$ cat src/rtl/pulse_peak_detector.sv
// Pulse peak detector: arms on threshold, tracks the maximum sample and its timestamp, emits one event per pulse.
// Optional baseline subtraction: define PULSE_PEAK_DETECTOR_BASELINE_EN.
module pulse_peak_detector #(
  parameter int SIZE_FILTER_DATA = 16,
  parameter int THRESHOLD        = 100,
  parameter int HOLDOFF_LEN      = 4,
  parameter int MAX_LEN          = 64,
  parameter int TS_W             = 32,
  parameter int BL_SHIFT         = 4
) (
  input  logic                               clk,
  input  logic                               reset,
  input  logic signed [SIZE_FILTER_DATA-1:0] input_data,
  output logic signed [SIZE_FILTER_DATA-1:0] peak_value,
  output logic        [TS_W-1:0]             peak_time,
  output logic                               peak_valid,
  output logic                               peak_overflow,
  output logic                               busy,
  output logic        [15:0]                 event_count
);
  localparam int W      = SIZE_FILTER_DATA;
  localparam int LEN_W  = $clog2(MAX_LEN + 1);
  localparam int HOLD_W = $clog2(HOLDOFF_LEN + 2);
  localparam logic signed [W:0] THR  = (W+1)'(THRESHOLD);
  localparam logic signed [W:0] SMAX = {2'b00, {(W-1){1'b1}}};
  localparam logic signed [W:0] SMIN = {2'b11, {(W-1){1'b0}}};

  typedef enum logic [1:0] {S_IDLE, S_ARMED, S_HOLDOFF} state_t;

  state_t                r_state, w_state_nxt;
  logic        [TS_W-1:0] r_ts;
  logic signed [W-1:0]   r_max;
  logic        [TS_W-1:0] r_max_time;
  logic        [LEN_W-1:0] r_len;
  logic        [HOLD_W-1:0] r_hold;

  logic signed [W-1:0] w_x;
  logic signed [W:0]   w_x_ext, w_max_ext;
  logic                w_ge, w_arm, w_upd, w_close, w_ovf;

  function automatic logic signed [W-1:0] sat(input logic signed [W:0] v);
    if (v > SMAX)      return SMAX[W-1:0];
    else if (v < SMIN) return SMIN[W-1:0];
    else               return v[W-1:0];
  endfunction

`ifdef PULSE_PEAK_DETECTOR_BASELINE_EN
  logic signed [W-1:0] r_bl;
  logic signed [W:0]   w_diff, w_bl_step, w_bl_sum;

  assign w_diff    = {input_data[W-1], input_data} - {r_bl[W-1], r_bl};
  assign w_bl_step = w_diff >>> BL_SHIFT;
  assign w_bl_sum  = {r_bl[W-1], r_bl} + w_bl_step;
  assign w_x       = sat(w_diff);

  // Baseline tracks only between pulses so the pulse itself never drags it.
  always_ff @(posedge clk or posedge reset) begin
    if (reset)                 r_bl <= '0;
    else if (r_state == S_IDLE) r_bl <= sat(w_bl_sum);
  end
`else
  assign w_x = input_data;
`endif

  assign w_x_ext   = {w_x[W-1], w_x};
  assign w_max_ext = {r_max[W-1], r_max};
  assign w_ge      = (w_x_ext >= THR);

  always_ff @(posedge clk or posedge reset) begin
    if (reset) r_state <= S_IDLE;
    else       r_state <= w_state_nxt;
  end

  always_comb begin
    w_state_nxt = r_state;
    w_arm       = 1'b0;
    w_upd       = 1'b0;
    w_close     = 1'b0;
    w_ovf       = 1'b0;
    case (r_state)
      S_IDLE: if (w_ge) begin
        w_state_nxt = S_ARMED;
        w_arm       = 1'b1;
      end
      S_ARMED: begin
        if (!w_ge) begin
          w_close     = 1'b1;
          w_state_nxt = S_HOLDOFF;
        end else if (r_len == LEN_W'(MAX_LEN)) begin
          w_close     = 1'b1;
          w_ovf       = 1'b1;
          w_state_nxt = S_HOLDOFF;
        end else begin
          w_upd = 1'b1;
        end
      end
      S_HOLDOFF: if (r_hold <= HOLD_W'(1)) w_state_nxt = S_IDLE;
      default: w_state_nxt = S_IDLE;
    endcase
  end

  always_comb begin
    busy = (r_state == S_ARMED) || (r_state == S_HOLDOFF);
  end

  always_ff @(posedge clk or posedge reset) begin
    if (reset) begin
      r_ts          <= '0;
      r_max         <= '0;
      r_max_time    <= '0;
      r_len         <= '0;
      r_hold        <= '0;
      peak_value    <= '0;
      peak_time     <= '0;
      peak_valid    <= 1'b0;
      peak_overflow <= 1'b0;
      event_count   <= '0;
    end else begin
      r_ts       <= r_ts + TS_W'(1);
      peak_valid <= w_close;
      if (w_arm) begin
        r_max      <= w_x;
        r_max_time <= r_ts;
        r_len      <= LEN_W'(1);
      end
      // Strict greater-than keeps the first occurrence on ties.
      if (w_upd) begin
        r_len <= r_len + LEN_W'(1);
        if (w_x_ext > w_max_ext) begin
          r_max      <= w_x;
          r_max_time <= r_ts;
        end
      end
      if (w_close) begin
        peak_value    <= r_max;
        peak_time     <= r_max_time;
        peak_overflow <= w_ovf;
        event_count   <= event_count + 16'd1;
        r_hold        <= HOLD_W'(HOLDOFF_LEN);
      end else if (r_state == S_HOLDOFF && r_hold != '0) begin
        r_hold <= r_hold - HOLD_W'(1);
      end
    end
  end
endmodule
$ cat config.mk
export PLATFORM = sky130hd
export DESIGN_NAME = pulse_peak_detector
export DESIGN_NICKNAME = d
export VERILOG_FILES = /design/src/rtl/pulse_peak_detector.sv
export SDC_FILE = /design/constraint.sdc
export NUM_CORES = 1
export LEC_CHECK = 0
export BUFFER_PORTS_ARGS = -buffer_cell sky130_fd_sc_hd__buf_2
export CAP_MARGIN = 0
export CELL_PAD_IN_SITES_DETAIL_PLACEMENT = 0
export CELL_PAD_IN_SITES_GLOBAL_PLACEMENT = 1
export CORE_UTILIZATION = 52
export CTS_BUF_LIST = sky130_fd_sc_hd__clkbuf_2 sky130_fd_sc_hd__clkbuf_4 sky130_fd_sc_hd__clkbuf_8
export DETAILED_ROUTE_END_ITERATION = 7
export PLACE_DENSITY_LB_ADDON = 0.1
export RECOVER_POWER = 50
export SLEW_MARGIN = 20
export SYNTH_ARGS = -nofsm -noshare
export SYNTH_HDL_FRONTEND = slang
export SYNTH_SLANG_ARGS = --single-unit
export TNS_END_PERCENT = 20
$ cat constraint.sdc
create_clock -name clk -period 7 [get_ports clk]
set_input_delay 0.35 -clock clk [delete_from_list [all_inputs] [get_ports clk]]
set_output_delay 0.35 -clock clk [all_outputs]
set_load 0.005 [all_outputs]
==> impl_metrics.json <==
{
  "outcome": "complete, but fails checks",
  "violations": "capacitance limit, slew limit",
  "nFillCells": 1097,
  "synth_simple_gate_area_share_pct": 15.4,
  "synthCells": 602,
  "synthMuxAreaShare_pct": 8.93,
  "crit_path_start_kind": "flop",
  "vdd_drop_max_v": 0.000188,
  "hold_viol": 0,
  "die_y_um": 117,
  "synth_async_sr_flop_share_pct": 100,
  "synthFlopType": "dfrtp_1",
  "yosysWarnings": 0,
  "port_buffers": 84,
  "cts_setup_buffers": 0,
  "yosysMostFrequentCell": "dfrtp_1",
  "maxCapViolCount": 1,
  "synth_top_area_share_pct": 57.7,
  "final.setup.tns_ns": 0,
  "synth_compound_area_share_pct": 4.59,
  "max_freq_mhz": 319,
  "die_w_um": 117,
  "grt_pass1_wl_um": 21800,
  "n_antenna_cell": 0,
  "ioPinCount": 85,
  "synth_seq_cells": 158,
  "grt_util_all_layers_pct": 21.2,
  "critical_path_class": "flop to flop",
  "layout-drive-gt1-share_pct": 21.4,
  "avgViaCountPerCell": 5.22,
  "seq_area_mm2": 0.00395,
  "reg2reg_setup_slack_ns": 3.86,
  "cts-root-buf": "clkbuf_8",
  "synth_cell_types": 42,
  "multi_input_area_mm2": 0.00271,
  "clkSlewWorstSetupHoldPaths_ns": 0.08,
  "crit_chain": "inv_1 > ha_1 > nand4_1 > nor4_2 > a221oi_2 > a21oi_4 > buf_4 > mux2_2",
  "dp_hpwl_um": 8810,
  "synth_top_family_by_area": "simple AND/OR/NAND/NOR gates",
  "fin_cells": 878,
  "firstDrtPassIters": 6,
  "gp_congestion": 0.809,
  "cts_resized": 0,
  "arrival_ns": 3.48,
  "synth.avg_cell_area_um2": 11.4,
  "timing.rr.end": "r_max_time[23]",
  "drc": 0,
  "total_power_uw": 2550,
  "cts_tree": "yes",
  "start_util_pct": 53.8,
  "vias": 4581,
  "worst_ep_required_time_ns": 7.34,
  "grt_antenna_before_repair": 0,
  "synth_area_mm2": 0.00685,
  "hold_path_startpoint": "input_data[0]",
  "end_kind": "flop",
  "synth_top_cell_by_area": "dfrtp_1",
  "fin_crit_sh_pct": 44.8,
  "hp-class": "input port to flop",
  "synth_edf_count": 0,
  "drt_iter0_drc": 266,
  "fp-row-count": 41,
  "drt_wl_total_um": 13000,
  "syn2layout_area_growth_pct": 14.5,
  "detail_route.wl_per_cell_um": 14.8,
  "grt_max_degree": 83,
  "finClkSkew_ns": 0.0122,
  "crit_slowest_cell": "buf_4",
  "synth_nets": 645,
  "p_per_area_mw_per_mm2": 325,
  "final_nets": 736,
  "dieArea_mm2": 0.0136,
  "insertion_delay_ns": 0.46,
  "ys_seq_area_share_pct": 57.7,
  "synth_fa_ha_area_share_pct": 4.57,
  "htreeDepth": 4,
  "p_leak_uw": 0.00403,
  "first_global_vias": 4423,
  "critPathMaxFanout": 31,
  "dp.cells": 846,
  "min_period_ns": 3.14,
  "slowest_delay_ns": 0.58,
  "reg2regPathDepth": 8,
  "ant_nets": 0,
  "report.final.slew_viol_count": 78,
  "hold_depth": 2,
  "relSlewSlack_pct": -119,
  "finalSetupViolations": 0,
  "rsz0062_at_grt": "no",
  "tightest_slew_ns": 3.27,
  "cts_hold_buf": 0,
  "cts_buffer_depth": 2,
  "core_area_mm2": 0.0127,
  "synth-xor-area-share_pct": 5.88,
  "cts_buffers": 17,
  "synthTopCellsByArea": "dfrtp_1 (58%), nand2_1 (8.1%), xnor2_1 (5.0%)",
  "holdPathEnd": "r_max[0]",
  "r2r_start": "r_max[15]",
  "overflow": 0,
  "synth_commonest_cells": "dfrtp_1 (158), nand2_1 (147), xnor2_1 (39)",
  "clock_sink_count": 158
}
==> routing by layer <==
metal | wire length, um | vias to the layer above | global-route usage (%) | part of all wire [%]
li1 | - | 2205 | - | -
met1 | 6270 | 2257 | 29.5 | 48
met2 | 5830 | 101 | 31.8 | 45
met3 | 642 | 18 | 5.40 | 5.0
met4 | 223 | 0 | 8.95 | 1.7
met5 | 0 | - | 0 | 0
==> sequential cells by signal, indices dropped and copies added, names as in the netlist <==
register and count:
peak_time 32, peak_overflow 1, r_len 7, peak_value 16, r_max_time 32, r_max 16
r_hold 3, r_state 2, peak_valid 1, r_ts 32, event_count 16
==> worst max path at each step <==
stage	slack, ns	from	cells past startpoint	to
floorplan	2.39	reset	1	event_count[0]
global placement	3.82	input_data[15]	8	r_max_time[22]
detailed placement	3.75	input_data[15]	8	r_max_time[23]
CTS	3.85	r_max[15]	8	r_max_time[23]
global route	3.63	r_max[15]	8	r_max_time[23]
finish	3.86	r_max[15]	8	r_max_time[23]
==> cells in the final DEF, fill, tap and decap left out, drive strengths merged, types with 20 or more instances in the layout <==
cell type,synthesis,final
o21ai,27,27
inv,29,29
mux2,48,48
clkbuf,6,52
xnor2,39,39
ha,25,25
buf,10,61
nand3,20,20
nand2,147,147
dfrtp,158,158
==> stage by stage <==
step	utilization, %	area (um^2)	hold slack, ns	worst slack [ns]
4_1_cts	61.9	7870	0.0103	3.85
2_1_floorplan	-	6850	0.433	2.39
3_5_place_dp	58.5	7450	0.449	3.75
6_report	61.6	7840	0.147	3.86
3_3_place_gp	58.5	7450	0.449	3.82
5_1_grt	61.6	7840	0.132	3.63
==> critical path, delay by kind of cell, from the launching register on <==
kind / cells / cell delay [ns]
flops: 1 / 0.35
fa+ha+maj: 1 / 0.34
buf+inv: 2 / 0.65
mux: 1 / 0.40
compound gates: 2 / 0.68
simple gates: 2 / 0.58
==> where the power goes <==
group,switching [uW],internal [uW]
registers,93.5,1060
logic,380,307
clock network,324,379
==> final cells by class <==
type / count / share of cell area [%]
clock buffer: 25 / 4.15
clock inverter: 7 / 1.29
inverter: 29 / 1.40
multi-input combinational: 399 / 34.6
sequential: 158 / 50.4
tap: 172 / 2.75
timing repair buffer: 88 / 5.35
==> cells by family (layout without fill, tap and decap cells) <==
group,Yosys count,count (layout)
adders and majority gates,25,25
buffers and inverters,45,149
DFF,158,158
muxes,48,48
and+or+nand+nor,229,229
AOI/OAI and AO/OA,51,51
xor gates and xnor gates,46,46
Note: power is estimated with default switching activity, not from simulation.
